`src/rtl/pc_fetch_unit_if.sv`:
```
// Instruction-memory request/response bundle between the fetch unit and imem.
// The fetch unit is the master; the memory model/controller is the slave.
interface pc_fetch_unit_if;
    logic        imem_req;
    logic [31:0] imem_addr;
    logic        imem_ready;
    logic [31:0] imem_rdata;

    modport master (
        output imem_req,
        output imem_addr,
        input  imem_ready,
        input  imem_rdata
    );

    modport slave (
        input  imem_req,
        input  imem_addr,
        output imem_ready,
        output imem_rdata
    );
endinterface

```
`src/rtl/pc_fetch_unit.sv`:
```
// RV32I fetch stage: PC register, BOOT/FETCH/EXEC sequencer, next-PC select and instruction register.
// Optional fetch watchdog enabled by defining PCFETCH_TIMEOUT_EN.
module pc_fetch_unit #(
    parameter logic [31:0] PC_RESET      = 32'h0000_3000,
    parameter int unsigned FETCH_TIMEOUT = 15
) (
    input  logic                    clk,
    input  logic                    rstn,
    input  logic                    pc_en,
    input  logic [3:0]              jump_ctrl,
    input  logic                    br_eq,
    input  logic                    br_lt,
    input  logic                    br_ltu,
    input  logic [31:0]             imm,
    input  logic [31:0]             jalr_target,
    pc_fetch_unit_if.master         imem,
    output logic [31:0]             instr,
    output logic                    instr_valid,
    output logic [31:0]             pc,
    output logic [31:0]             pc_plus4,
    output logic                    fetch_err
);

    typedef enum logic [1:0] {
        ST_BOOT  = 2'd0,
        ST_FETCH = 2'd1,
        ST_EXEC  = 2'd2
    } state_t;

    state_t      state_r;
    state_t      state_nxt_s;
    logic        imem_req_r;
    logic        instr_valid_r;
    logic        req_nxt_s;
    logic        valid_nxt_s;
    logic [31:0] pc_r;
    logic [31:0] instr_r;
    logic [31:0] next_pc_s;
    logic        timeout_hit_s;

    function automatic logic [31:0] calc_next_pc(
        input logic [31:0] cur_pc,
        input logic [3:0]  ctrl,
        input logic        eq,
        input logic        lt,
        input logic        ltu,
        input logic [31:0] offset,
        input logic [31:0] jtarget
    );
        logic [31:0] seq_pc;
        logic [31:0] tgt_pc;
        logic [31:0] result;
        seq_pc = cur_pc + 32'd4;
        tgt_pc = cur_pc + offset;
        case (ctrl)
            4'd0:    result = seq_pc;
            4'd1:    result = tgt_pc;
            4'd2:    result = eq  ? seq_pc : tgt_pc;
            4'd3:    result = eq  ? tgt_pc : seq_pc;
            4'd4:    result = lt  ? tgt_pc : seq_pc;
            4'd5:    result = ltu ? tgt_pc : seq_pc;
            4'd6:    result = jtarget & ~32'h0000_0001;
            default: result = seq_pc;
        endcase
        return result;
    endfunction

    assign next_pc_s = calc_next_pc(pc_r, jump_ctrl, br_eq, br_lt, br_ltu, imm, jalr_target);

    // State register plus the registered handshake outputs derived from the next state.
    always_ff @(posedge clk or negedge rstn) begin
        if (!rstn) begin
            state_r       <= ST_BOOT;
            imem_req_r    <= 1'b0;
            instr_valid_r <= 1'b0;
        end else begin
            state_r       <= state_nxt_s;
            imem_req_r    <= req_nxt_s;
            instr_valid_r <= valid_nxt_s;
        end
    end

    // Next-state selection; a watchdog expiry leaves FETCH exactly like a completed fetch.
    always_comb begin
        state_nxt_s = state_r;
        case (state_r)
            ST_BOOT: begin
                state_nxt_s = ST_FETCH;
            end
            ST_FETCH: begin
                if (imem.imem_ready || timeout_hit_s) begin
                    state_nxt_s = ST_EXEC;
                end else begin
                    state_nxt_s = ST_FETCH;
                end
            end
            ST_EXEC: begin
                if (pc_en) begin
                    state_nxt_s = ST_FETCH;
                end else begin
                    state_nxt_s = ST_EXEC;
                end
            end
            default: begin
                state_nxt_s = ST_BOOT;
            end
        endcase
    end

    // Output decode, one cycle ahead so the handshake outputs come straight from flops.
    always_comb begin
        req_nxt_s   = 1'b0;
        valid_nxt_s = 1'b0;
        case (state_nxt_s)
            ST_FETCH: req_nxt_s   = 1'b1;
            ST_EXEC:  valid_nxt_s = 1'b1;
            default: begin
                req_nxt_s   = 1'b0;
                valid_nxt_s = 1'b0;
            end
        endcase
    end

    // PC and instruction register; ready outside FETCH never touches instr.
    always_ff @(posedge clk or negedge rstn) begin
        if (!rstn) begin
            pc_r    <= PC_RESET;
            instr_r <= 32'h0000_0000;
        end else begin
            case (state_r)
                ST_FETCH: begin
                    if (imem.imem_ready) begin
                        instr_r <= imem.imem_rdata;
                    end else if (timeout_hit_s) begin
                        instr_r <= 32'h0000_0000;
                    end else begin
                        instr_r <= instr_r;
                    end
                end
                ST_EXEC: begin
                    if (pc_en) begin
                        pc_r <= next_pc_s;
                    end else begin
                        pc_r <= pc_r;
                    end
                end
                default: begin
                    pc_r    <= pc_r;
                    instr_r <= instr_r;
                end
            endcase
        end
    end

`ifdef PCFETCH_TIMEOUT_EN
    localparam logic [7:0] TIMEOUT_LAST = 8'(FETCH_TIMEOUT - 1);

    logic [7:0] wait_cnt_r;
    logic       fetch_err_r;

    assign timeout_hit_s = (state_r == ST_FETCH) && !imem.imem_ready && (wait_cnt_r == TIMEOUT_LAST);

    // Wait-cycle counter cleared on FETCH entry; the error flag is sticky until reset.
    always_ff @(posedge clk or negedge rstn) begin
        if (!rstn) begin
            wait_cnt_r  <= 8'd0;
            fetch_err_r <= 1'b0;
        end else if (state_r == ST_FETCH) begin
            if (imem.imem_ready) begin
                wait_cnt_r <= wait_cnt_r;
            end else if (wait_cnt_r == TIMEOUT_LAST) begin
                fetch_err_r <= 1'b1;
            end else begin
                wait_cnt_r <= wait_cnt_r + 8'd1;
            end
        end else if (state_nxt_s == ST_FETCH) begin
            wait_cnt_r <= 8'd0;
        end else begin
            wait_cnt_r <= wait_cnt_r;
        end
    end

    assign fetch_err = fetch_err_r;
`else
    assign timeout_hit_s = 1'b0;
    assign fetch_err     = 1'b0;
`endif

    assign imem.imem_req  = imem_req_r;
    assign imem.imem_addr = {pc_r[31:2], 2'b00};
    assign instr          = instr_r;
    assign instr_valid    = instr_valid_r;
    assign pc             = pc_r;
    assign pc_plus4       = pc_r + 32'd4;

endmodule
```
`src/flat_wrapper.sv`:
```
// flat-port wrapper written by rule: the top's interface ports become plain ports
module pc_fetch_unit_flat 
#(
    parameter logic [31:0] PC_RESET      = 32'h0000_3000,
    parameter int unsigned FETCH_TIMEOUT = 15
)
  (clk, rstn, pc_en, jump_ctrl, br_eq, br_lt, br_ltu, imm, jalr_target, instr, instr_valid, pc, pc_plus4, fetch_err, imem_imem_req, imem_imem_addr, imem_imem_ready, imem_imem_rdata);
  pc_fetch_unit_if imem_i ();
  input  logic clk;
  input  logic rstn;
  input  logic pc_en;
  input  logic [3:0] jump_ctrl;
  input  logic br_eq;
  input  logic br_lt;
  input  logic br_ltu;
  input  logic [31:0] imm;
  input  logic [31:0] jalr_target;
  output logic [31:0] instr;
  output logic instr_valid;
  output logic [31:0] pc;
  output logic [31:0] pc_plus4;
  output logic fetch_err;
  output wire logic [$bits(imem_i.imem_req)-1:0] imem_imem_req;
  output wire logic [$bits(imem_i.imem_addr)-1:0] imem_imem_addr;
  input wire logic [$bits(imem_i.imem_ready)-1:0] imem_imem_ready;
  input wire logic [$bits(imem_i.imem_rdata)-1:0] imem_imem_rdata;
  assign imem_imem_req = imem_i.imem_req;
  assign imem_imem_addr = imem_i.imem_addr;
  assign imem_i.imem_ready = imem_imem_ready;
  assign imem_i.imem_rdata = imem_imem_rdata;
  pc_fetch_unit #(.PC_RESET(PC_RESET), .FETCH_TIMEOUT(FETCH_TIMEOUT)) u_core (.clk(clk), .rstn(rstn), .pc_en(pc_en), .jump_ctrl(jump_ctrl), .br_eq(br_eq), .br_lt(br_lt), .br_ltu(br_ltu), .imm(imm), .jalr_target(jalr_target), .imem(imem_i), .instr(instr), .instr_valid(instr_valid), .pc(pc), .pc_plus4(pc_plus4), .fetch_err(fetch_err));
endmodule
```
`config.mk`:
```
export PLATFORM = sky130hd
export DESIGN_NAME = pc_fetch_unit_flat
export DESIGN_NICKNAME = d
export VERILOG_FILES = /design/src/rtl/pc_fetch_unit_if.sv /design/src/rtl/pc_fetch_unit.sv /design/src/flat_wrapper.sv
export SDC_FILE = /design/constraint.sdc
export NUM_CORES = 1
export LEC_CHECK = 0
export ABC_CLOCK_PERIOD_IN_PS = 6000
export BUFFER_PORTS_ARGS = -buffer_cell sky130_fd_sc_hd__buf_2
export CORE_UTILIZATION = 35
export DETAILED_ROUTE_END_ITERATION = 12
export SYNTH_ARGS = -nofsm -noshare
export SYNTH_HDL_FRONTEND = slang
export SYNTH_SLANG_ARGS = --single-unit
```
`constraint.sdc`:
```
create_clock -name clk -period 6 [get_ports clk]
set_input_delay 0 -clock clk [delete_from_list [all_inputs] [get_ports clk]]
set_output_delay 0 -clock clk [all_outputs]
set_load 0.05 [all_outputs]
```
==> metrics.cfg, run 1 <==
[status]
status=complete, no violations

[route]
drt_iter0_markers=327
drc_errors=0
viasPerCell=5.13
wire_per_inst_um=16.4
postRouteAntennaNets=0
vias=5535
drt-total-wl_mm=17.7
drtPass1Iterations=5

[floorplanning]
start_util=0.361
io_pins=238
coreArea_um2=15300
die_width_um=128
dieArea_um2=16300
die_h_um=128
rows=45

[grt]
grt_usage=0.215
grt_pass1_vias=5326
grt_max_degree=69
grt_pass1_wl_mm=27.5
antenna_found_initial=0
overflow=0

[synthesis]
synth_edf_count=0
syn_area_um2=5530
synth_area_leaders=dfrtp_1 30%, ha_1 7.2%, mux2_2 6.7%, xnor2_1 5.4%, buf_4 4.8%
synthFlopType=dfrtp_1
yosysTopAreaCell=dfrtp_1
yosysWarnings=0
synth.avg_cell_area_um2=9.02
ys_ff_latch=68
synth_top_area_share=0.299
syn_inst=613
async_flop_share=1.00
yosysUniqueCellTypes=67
ys_seq_area_frac=0.308

[sta]
skew_ns=0.00659
max_freq_ghz=0.340
worst_slew_pin_slew_ns=0.913
min_period_ns=2.94
rsz0062_at_grt=false
slew_headroom=0.391
setup-tns-final_ns=0
finalMaxSlewViolations=0
setup_viol=0
layout_setup_ws_ns=3.06
hold_viol_final=0
fin_crit_sh=0.491

[place]
gp_congestion=0.811
hpwlAfterDp_mm=12.3
place.port_buffers=233
post-place-ws_ns=3.07

[critical_path]
cp.arrival_ns=3.21
worstPathRequired_ns=6.27
crit_path_max_incr_delay_ns=0.44
cp_max_fo=4
cp_cell_sequence=ha_1, fa_1, a211o_1, a21oi_2, a21o_1, a21oi_2, o21ai_2, o21ai_2, a2111oi_0, or3_1
slowest_stage=fa_1
crit_type=reg -> reg
startpoint_type=register
end_kind=register

[flow_run]
drv_cap=0

[min_path]
min_path_type=in -> reg

[cts]
clkTransAtPathRegs_ns=0.06
tritoncts=built
cts.sinks=68
cts.path.max_buffers=2
postCtsResizedCells=0
post-cts-setup-buffer-count=0
cts-buffers-inserted=9
h-tree-depth=3
insertion_delay_ns=0.33
cts-root-buf=clkbuf_16
post_cts_hold_buffer_count=55

[layout]
regArea_um2=1700
nets=1002
multi_input_area_um2=3450
drive_above_1_share=0.362
syn_to_final_growth_pct=36.6
num-fill-cells=1486

[pwr]
p_per_area_nw_per_um2=672
vdd_drop_max_v=0.000365
power_leakage_nw=3.59

metal layers:
| layer | track usage | wire [um] |
|---|---|---|
| met4 | 0.0609 | 235 |
| met2 | 0.361 | 8640 |
| met3 | 0.0296 | 892 |
| met1 | 0.288 | 7980 |
| met5 | 0 | 0 |
worst max-delay path, delay by kind of cell, from the launching register on:
family | cells | cell delay (ns)
and+or+nand+nor | 1 | 0.16
AOI/OAI and AO/OA | 7 | 1.63
DFF | 1 | 0.41
adders and majority gates | 2 | 0.68
path summary, 6_finish.rpt:
kind,startpoint,endpoint,slack (ns),depth (start not counted)
setup / recovery,u_core.pc[0]$_DFFE_PN0P_,u_core.pc[30]$_DFFE_PN0P_,3.06,10
hold / removal,jalr_target[10],u_core.pc[10]$_DFFE_PN0P_,0.02,3
setup reg to reg,u_core.pc[0]$_DFFE_PN0P_,u_core.pc[30]$_DFFE_PN0P_,3.06,10
hold reg to reg,u_core.state_r[1]$_DFF_PN0_,u_core.state_r[0]$_DFF_PN0_,0.48,1
max in group asynchronous,rstn,u_core.pc[15]$_DFFE_PN0P_,4.97,3
min in group asynchronous,rstn,u_core.instr[26]$_DFFE_PN0P_,0.45,3
where the power goes:
group	switching (mW)	leakage (nW)	internal, mW
registers	0.278	0.811	0.689
logic	2.50	2.62	1.02
clock network	0.211	0.159	0.375
cell usage in the layout (no fill, tap or decap), types with 4 or more instances in the layout:
| cell type | instances |
|---|---|
| a211oi_1 | 8 |
| a21o_1 | 14 |
| a21oi_1 | 44 |
| a221oi_1 | 10 |
| a222oi_1 | 11 |
| a22oi_1 | 7 |
| a31oi_1 | 4 |
| and3_1 | 15 |
| and4_1 | 4 |
| buf_2 | 233 |
| buf_4 | 6 |
| clkbuf_16 | 9 |
| dfrtp_1 | 66 |
| dlygate4sd3_1 | 55 |
| ha_1 | 32 |
| inv_1 | 10 |
| mux2_2 | 33 |
| mux2i_1 | 4 |
| nand2_1 | 57 |
| nand2b_1 | 6 |
| nand3_1 | 21 |
| nand4_1 | 5 |
| nor2_1 | 32 |
| nor2b_1 | 7 |
| o21ai_0 | 39 |
| o21ai_1 | 4 |
| o21ai_2 | 4 |
| xnor2_1 | 34 |
| xor2_1 | 18 |
state kept, by name, indices dropped and copies added (netlist names):
signal	count
u_core.state_r	2
u_core.imem.imem_req	1
u_core.instr_valid	1
u_core.pc	32
u_core.instr	32
cell usage after synthesis (6+ instances only):
cell type and number:
a22oi_1 7, a211oi_1 8, nand3_1 21, nor2b_1 7, nand2_1 57, a21oi_1 44, nor2_1 33, ha_1 32
a221oi_1 10, a21o_1 14, mux2_2 33, nand2b_1 6, a222oi_1 11, clkbuf_1 13, and3_1 15, dfrtp_1 66
xor2_1 18, o21ai_0 39, inv_1 10, xnor2_1 34, buf_2 8, buf_4 35
cells by family after synthesis:
kind of cell / synth area share
AOI/OAI and AO/OA: 0.222
and+or+nand+nor: 0.157
DFF: 0.308
buffers and inverters: 0.0731
xor gates and xnor gates: 0.0883
muxes: 0.0745
adders and majority gates: 0.0761
other: 0.000679
metrics by stage:
step	power [mW]	util	instances	instance area, um^2	hold WS [ns]
detailed placement	4.45	0.435	1007	6670	0.208
global route	5.37	0.493	1078	7540	0.0201
global placement	4.43	0.435	1007	6670	0.205
CTS	5.09	0.493	1078	7540	0.000642
finish	5.07	0.493	1079	7550	0.0212
floorplan	3.82	-	615	5530	-0.296
final cells by class:
class	count	share of cell area
Clock buffer	10	0.0317
Tap cell	211	0.0350
Multi-Input combinational cell	479	0.457
Timing Repair Buffer	294	0.233
Inverter	10	0.00497
Clock inverter	6	0.0114
Sequential cell	68	0.226
Antenna cell	1	0.000332
Note: power is estimated with default switching activity, not from simulation.
==> inputs of run 2 (changes only) <==
--- a/config.mk
+++ b/config.mk
@@ -5,7 +5,7 @@
 export SDC_FILE = /design/constraint.sdc
 export NUM_CORES = 1
 export LEC_CHECK = 0
-export ABC_CLOCK_PERIOD_IN_PS = 6000
+export ABC_CLOCK_PERIOD_IN_PS = 3000
 export BUFFER_PORTS_ARGS = -buffer_cell sky130_fd_sc_hd__buf_2
 export CORE_UTILIZATION = 35
 export DETAILED_ROUTE_END_ITERATION = 12
==> constraint.sdc (replaced) <==
create_clock -name clk -period 3 [get_ports clk]
set_input_delay 0 -clock clk [delete_from_list [all_inputs] [get_ports clk]]
set_output_delay 0 -clock clk [all_outputs]
set_load 0.05 [all_outputs]
==> metrics.cfg, run 2 (same netlist as run 1, synthesis figures left out) <==
[cts]
tritoncts=built  ; unchanged
cts.sinks=68  ; unchanged
cts-root-buf=clkbuf_16  ; unchanged
h-tree-depth=3  ; unchanged
insertion_delay_ns=0.34  ; was 0.33 ns
post-cts-setup-buffer-count=0  ; unchanged
cts.path.max_buffers=2  ; unchanged
clkTransAtPathRegs_ns=0.06  ; about the same
cts-buffers-inserted=9  ; unchanged

[layout]
syn_to_final_growth_pct=39.7  ; was 36.6%
diodes=0  ; was 1
finalNonFillerCells=1097  ; was 1079
drive_above_1_share=0.377  ; was 0.362
final_common_cell=buf_2  ; unchanged
final_cell_mix=233 x buf_2, 66 x dfrtp_1, 58 x dlygate4sd3_1  ; was 233 x buf_2, 66 x dfrtp_1, 57 x nand2_1
num-fill-cells=1469  ; was 1486
nets=1021  ; was 1002

[sta]
layout_setup_ws_ns=0.223  ; was 3.06 ns
finalMaxSlewViolations=0  ; unchanged
fin_crit_sh=0.926  ; was 0.491
worst_hold_slack_ns=0.0200  ; was 0.0212 ns
setup-tns-final_ns=0  ; unchanged
rsz0062_at_grt=false  ; unchanged
worst_slew_pin_slew_ns=1.17  ; was 0.913 ns
hold_viol_final=0  ; unchanged
slew_headroom=0.221  ; was 0.391
setup_viol=0  ; unchanged
max_freq_ghz=0.360  ; was 0.340 GHz
skew_ns=0.0103  ; was 0.00659 ns
min_period_ns=2.78  ; was 2.94 ns

[floorplanning]
io_pins=238  ; unchanged
dieArea_um2=16300  ; unchanged
die_h_um=128  ; unchanged
rows=45  ; unchanged
start_util=0.361  ; unchanged
die_width_um=128  ; unchanged
coreArea_um2=15300  ; unchanged

[critical_path]
cp_cell_sequence=ha_1, fa_1, a211o_1, a21oi_2, a21o_1, a21oi_2, o21ai_2, o21ai_2, and3_1, or3_1  ; was ha_1, fa_1, a211o_1, a21oi_2, a21o_1, a21oi_2, o21ai_2, o21ai_2, a2111oi_0, or3_1
crit_type=reg -> reg  ; unchanged
end_kind=register  ; unchanged
cp.arrival_ns=2.99  ; was 3.21 ns
worstPathRequired_ns=3.21  ; was 6.27 ns
slowest_stage=fa_1  ; unchanged
crit_path_max_incr_delay_ns=0.43  ; was 0.44 ns
crit_buf_inv=0  ; unchanged
startpoint_type=register  ; unchanged
crit_family=compound AO/OA/AOI/OAI gates  ; unchanged
cp_max_fo=3  ; was 4

[place]
place.port_buffers=233  ; unchanged
hpwlAfterDp_mm=13.8  ; was 12.3 mm
gp_congestion=0.864  ; was 0.811
placed_cells=1023  ; was 1007
post-place-ws_ns=0.220  ; was 3.07 ns

[route]
postRouteAntennaNets=0  ; unchanged
drtPass1Iterations=5  ; unchanged
vias=5666  ; was 5535
drt-total-wl_mm=18.7  ; was 17.7 mm
wire_per_inst_um=17.0  ; was 16.4 um
drt_iter0_markers=298  ; was 327
viasPerCell=5.16  ; was 5.13
drc_errors=0  ; unchanged

[pwr]
power_leakage_nw=3.70  ; was 3.59 nW
power_mw=10.3  ; was 5.07 mW
p_per_area_nw_per_um2=1330  ; was 672 nW/um^2
switching_share=0.591  ; was 0.590
clockPowerShare=0.107  ; was 0.116
share_comb_of_total_power=0.707  ; was 0.694
p_switching_mw=6.09  ; was 2.99 mW
vdd_drop_max_v=0.000847  ; was 0.000365 V
p_int_mw=4.21  ; was 2.08 mW
seqPwrFrac=0.186  ; was 0.191

[grt]
overflow=0  ; unchanged
grt_max_degree=34  ; was 69
grt_usage=0.225  ; was 0.215
antenna_found_initial=1  ; was 0
grt_pass1_vias=5427  ; was 5326
grt_pass1_wl_mm=28.2  ; was 27.5 mm

[min_path]
min_path_type=in -> reg  ; unchanged

[status]
status=complete, no violations  ; unchanged

[flow_run]
drv_cap=0  ; unchanged

## run 2: cell types whose count changed in the layout (fill, tap and decap cells not counted), moves of 2 or more
| cell | change |
|---|---|
| buf_4 | +16 |
| clkinv_2 | -2 |
| xnor2_1 | -5 |
| dlygate4sd3_1 | +3 |
| clkbuf_1 | +2 |
| xnor2_2 | +5 |
## run 2: cell type report
cell class / instances / area [um^2] / share of cell area
multi-input combinational: 479 / 3500 / 0.453
timing repair buffer: 313 / 1910 / 0.248
sequential: 68 / 1700 / 0.221
tap: 211 / 264 / 0.0342
clock buffer: 13 / 260 / 0.0337
clock inverter: 3 / 45.0 / 0.00583
inverter: 10 / 37.5 / 0.00486
## run 2: worst min-delay path, stage by stage
cell	delay [ns]
buf_2	0.08
a221o_1	0.13
a21o_1	0.10
## run 2: timing repair
item                                    4_1_cts  5_1_grt
hold buffers                                 58        0
endpoints found under the setup margin        0        1
endpoints found under the hold margin        76        0
gates resized for setup                       0        1
## run 2: power by group through the flow
| stage | Clock, mW | Combinational [mW] | Sequential (mW) |
|---|---|---|---|
| after floorplan | 0 | 4.29 | 3.39 |
| after global placement | 0 | 7.16 | 1.91 |
| after detailed placement | 0 | 7.16 | 1.92 |
| after CTS | 1.13 | 7.25 | 1.91 |
| after global routing | 1.16 | 7.72 | 1.99 |
| final | 1.10 | 7.27 | 1.92 |
## run 2: path summary, 6_finish.rpt
kind | cells after the start | slack, ns | start | endpoint
setup / recovery | 10 | 0.22 | u_core.pc[0]$_DFFE_PN0P_ | u_core.pc[30]$_DFFE_PN0P_
hold / removal | 3 | 0.02 | jalr_target[24] | u_core.pc[24]$_DFFE_PN0P_
setup reg to reg | 10 | 0.22 | u_core.pc[0]$_DFFE_PN0P_ | u_core.pc[30]$_DFFE_PN0P_
hold reg to reg | 1 | 0.50 | u_core.instr[4]$_DFFE_PN0P_ | u_core.instr[4]$_DFFE_PN0P_
max in group asynchronous | 3 | 2.04 | rstn | u_core.instr[25]$_DFFE_PN0P_
min in group asynchronous | 2 | 0.16 | rstn | u_core.pc[16]$_DFFE_PN0P_
## run 2: routing by layer
| layer | routed length [um] | global-route usage | vias to the layer above |
|---|---|---|---|
| met5 | 0 | 0 | - |
| met4 | 422 | 0.0872 | 0 |
| met3 | 1450 | 0.0417 | 29 |
| met2 | 8690 | 0.381 | 254 |
| met1 | 8140 | 0.283 | 2620 |
| li1 | - | - | 2763 |
## run 2: metrics by stage
step,cell area [um^2],utilization
after global routing,7720,0.504
after detailed placement,6830,0.446
final,7720,0.504
after CTS,7720,0.504
after global placement,6830,0.446
after floorplan,5580,-
==> inputs of run 3 (changes only) <==
--- a/config.mk
+++ b/config.mk
@@ -9,6 +9,7 @@
 export BUFFER_PORTS_ARGS = -buffer_cell sky130_fd_sc_hd__buf_2
 export CORE_UTILIZATION = 35
 export DETAILED_ROUTE_END_ITERATION = 12
+export MAX_ROUTING_LAYER = met4
 export SYNTH_ARGS = -nofsm -noshare
 export SYNTH_HDL_FRONTEND = slang
 export SYNTH_SLANG_ARGS = --single-unit
==> metrics.cfg, run 3 (same netlist as run 1, synthesis figures left out) <==
[critical_path]
cp_max_fo=3  ; unchanged
startpoint_type=register  ; unchanged
crit_type=reg -> reg  ; unchanged
end_kind=register  ; unchanged
worstPathRequired_ns=3.27  ; was 3.21 ns
cp.arrival_ns=3.08  ; was 2.99 ns

[floorplanning]
start_util=0.361  ; unchanged
coreArea_um2=15300  ; unchanged
io_pins=238  ; unchanged
dieArea_um2=16300  ; unchanged
die_width_um=128  ; unchanged
rows=45  ; unchanged
die_h_um=128  ; unchanged

[grt]
overflow=0  ; unchanged
grt_pass1_wl_mm=28.7  ; was 28.2 mm
grt_pass1_vias=5463  ; was 5427
grt_max_degree=37  ; was 34
grt_usage=0.233  ; was 0.225
antenna_found_initial=0  ; was 1

[cts]
insertion_delay_ns=0.33  ; was 0.34 ns
post_cts_hold_buffer_count=54  ; was 58
clkTransAtPathRegs_ns=0.06  ; about the same
postCtsResizedCells=0  ; unchanged
tritoncts=built  ; unchanged
post-cts-setup-buffer-count=0  ; unchanged
cts.path.max_buffers=2  ; unchanged
cts.sinks=68  ; unchanged
cts-root-buf=clkbuf_16  ; unchanged
cts-buffers-inserted=9  ; unchanged
h-tree-depth=3  ; unchanged

[place]
gp_congestion=0.891  ; was 0.864
placed_cells=1024  ; was 1023
place.port_buffers=233  ; unchanged
hpwlAfterDp_mm=13.8  ; about the same

[sta]
worst_slew_pin_slew_ns=0.832  ; was 1.17 ns
fin_crit_sh=0.936  ; was 0.926
setup-tns-final_ns=0  ; unchanged
max_freq_ghz=0.356  ; was 0.360 GHz
finalMaxSlewViolations=0  ; unchanged
rsz0062_at_grt=false  ; unchanged
hold_viol_final=0  ; unchanged
setup_viol=0  ; unchanged
slew_headroom=0.445  ; was 0.221
worst_hold_slack_ns=0.0109  ; was 0.0200 ns
min_period_ns=2.81  ; was 2.78 ns
skew_ns=0.0110  ; was 0.0103 ns

[route]
drc_errors=0  ; unchanged
postRouteAntennaNets=0  ; unchanged
drtPass1Iterations=8  ; was 5
wire_per_inst_um=17.2  ; was 17.0 um
drt-total-wl_mm=18.8  ; was 18.7 mm
drt_iter0_markers=328  ; was 298
vias=5693  ; was 5666
viasPerCell=5.21  ; was 5.16

[pwr]
power_leakage_nw=3.68  ; was 3.70 nW
vdd_drop_max_v=0.000771  ; was 0.000847 V
p_per_area_nw_per_um2=1330  ; about the same

[layout]
final_common_cell=buf_2  ; unchanged
finalNonFillerCells=1093  ; was 1097
final_cell_mix=233 x buf_2, 66 x dfrtp_1, 57 x nand2_1  ; was 233 x buf_2, 66 x dfrtp_1, 58 x dlygate4sd3_1
drive_above_1_share=0.380  ; was 0.377
nets=1018  ; was 1021
diodes=0  ; unchanged
syn_to_final_growth_pct=38.9  ; was 39.7%

[status]
status=complete, no violations  ; unchanged

[flow_run]
drv_cap=0  ; unchanged

[min_path]
min_path_type=in -> reg  ; unchanged

[run 3: final cells by class]
class | instances | area [um^2]
Clock buffer | 11 | 243
Clock inverter | 4 | 50.0
Fill cell | 1477 | 7640
Inverter | 10 | 37.5
Multi-Input combinational cell | 479 | 3500
Sequential cell | 68 | 1700
Tap cell | 211 | 264
Timing Repair Buffer | 310 | 1880
[run 3: routing by layer]
layer	up-vias	GRT usage	wire length, um
met5	-	-	0
met4	0	0.0727	336
met3	27	0.0392	1330
met2	240	0.390	8780
met1	2661	0.289	8330
li1	2765	-	-
[run 3: stage by stage]
step / setup slack [ns] / total power [mW] / utilization / area (um^2)
CTS: 0.217 / 10.3 / 0.501 / 7670
detailed placement: 0.235 / 9.10 / 0.447 / 6840
floorplan: 0.0106 / 7.69 / - / 5580
finish: 0.191 / 10.2 / 0.501 / 7670
global placement: 0.258 / 9.08 / 0.447 / 6840
global route: 0.0358 / 10.8 / 0.501 / 7670
[run 3: critical path, stage by stage, from the launching register on]
cell and delay [ns]:
dfrtp_1 0.38, ha_1 0.22, fa_1 0.43, a211o_1 0.32, a21oi_2 0.21, a21o_1 0.21
a21oi_2 0.09, o21ai_2 0.20, o21ai_2 0.11, a2111oi_0 0.40, or3_1 0.17
[run 3: final timing paths]
| check | from | cells past startpoint | slack, ns | endpoint |
|---|---|---|---|---|
| max in group asynchronous | rstn | 3 | 1.86 | u_core.pc[12]$_DFFE_PN1P_ |
| worst max register to register | u_core.pc[0]$_DFFE_PN0P_ | 10 | 0.19 | u_core.pc[30]$_DFFE_PN0P_ |
| worst min-delay path | jalr_target[25] | 3 | 0.01 | u_core.pc[25]$_DFFE_PN0P_ |
| worst min register to register | u_core.instr[0]$_DFFE_PN0P_ | 1 | 0.50 | u_core.instr[0]$_DFFE_PN0P_ |
| worst max-delay path | u_core.pc[0]$_DFFE_PN0P_ | 10 | 0.19 | u_core.pc[30]$_DFFE_PN0P_ |
| min in group asynchronous | rstn | 2 | 0.29 | u_core.pc[9]$_DFFE_PN0P_ |
[run 3: where the power goes]
part	internal (mW)	switching, mW
Clock	0.661	0.402
Combinational	2.14	5.13
Sequential	1.38	0.531
Total	4.18	6.06
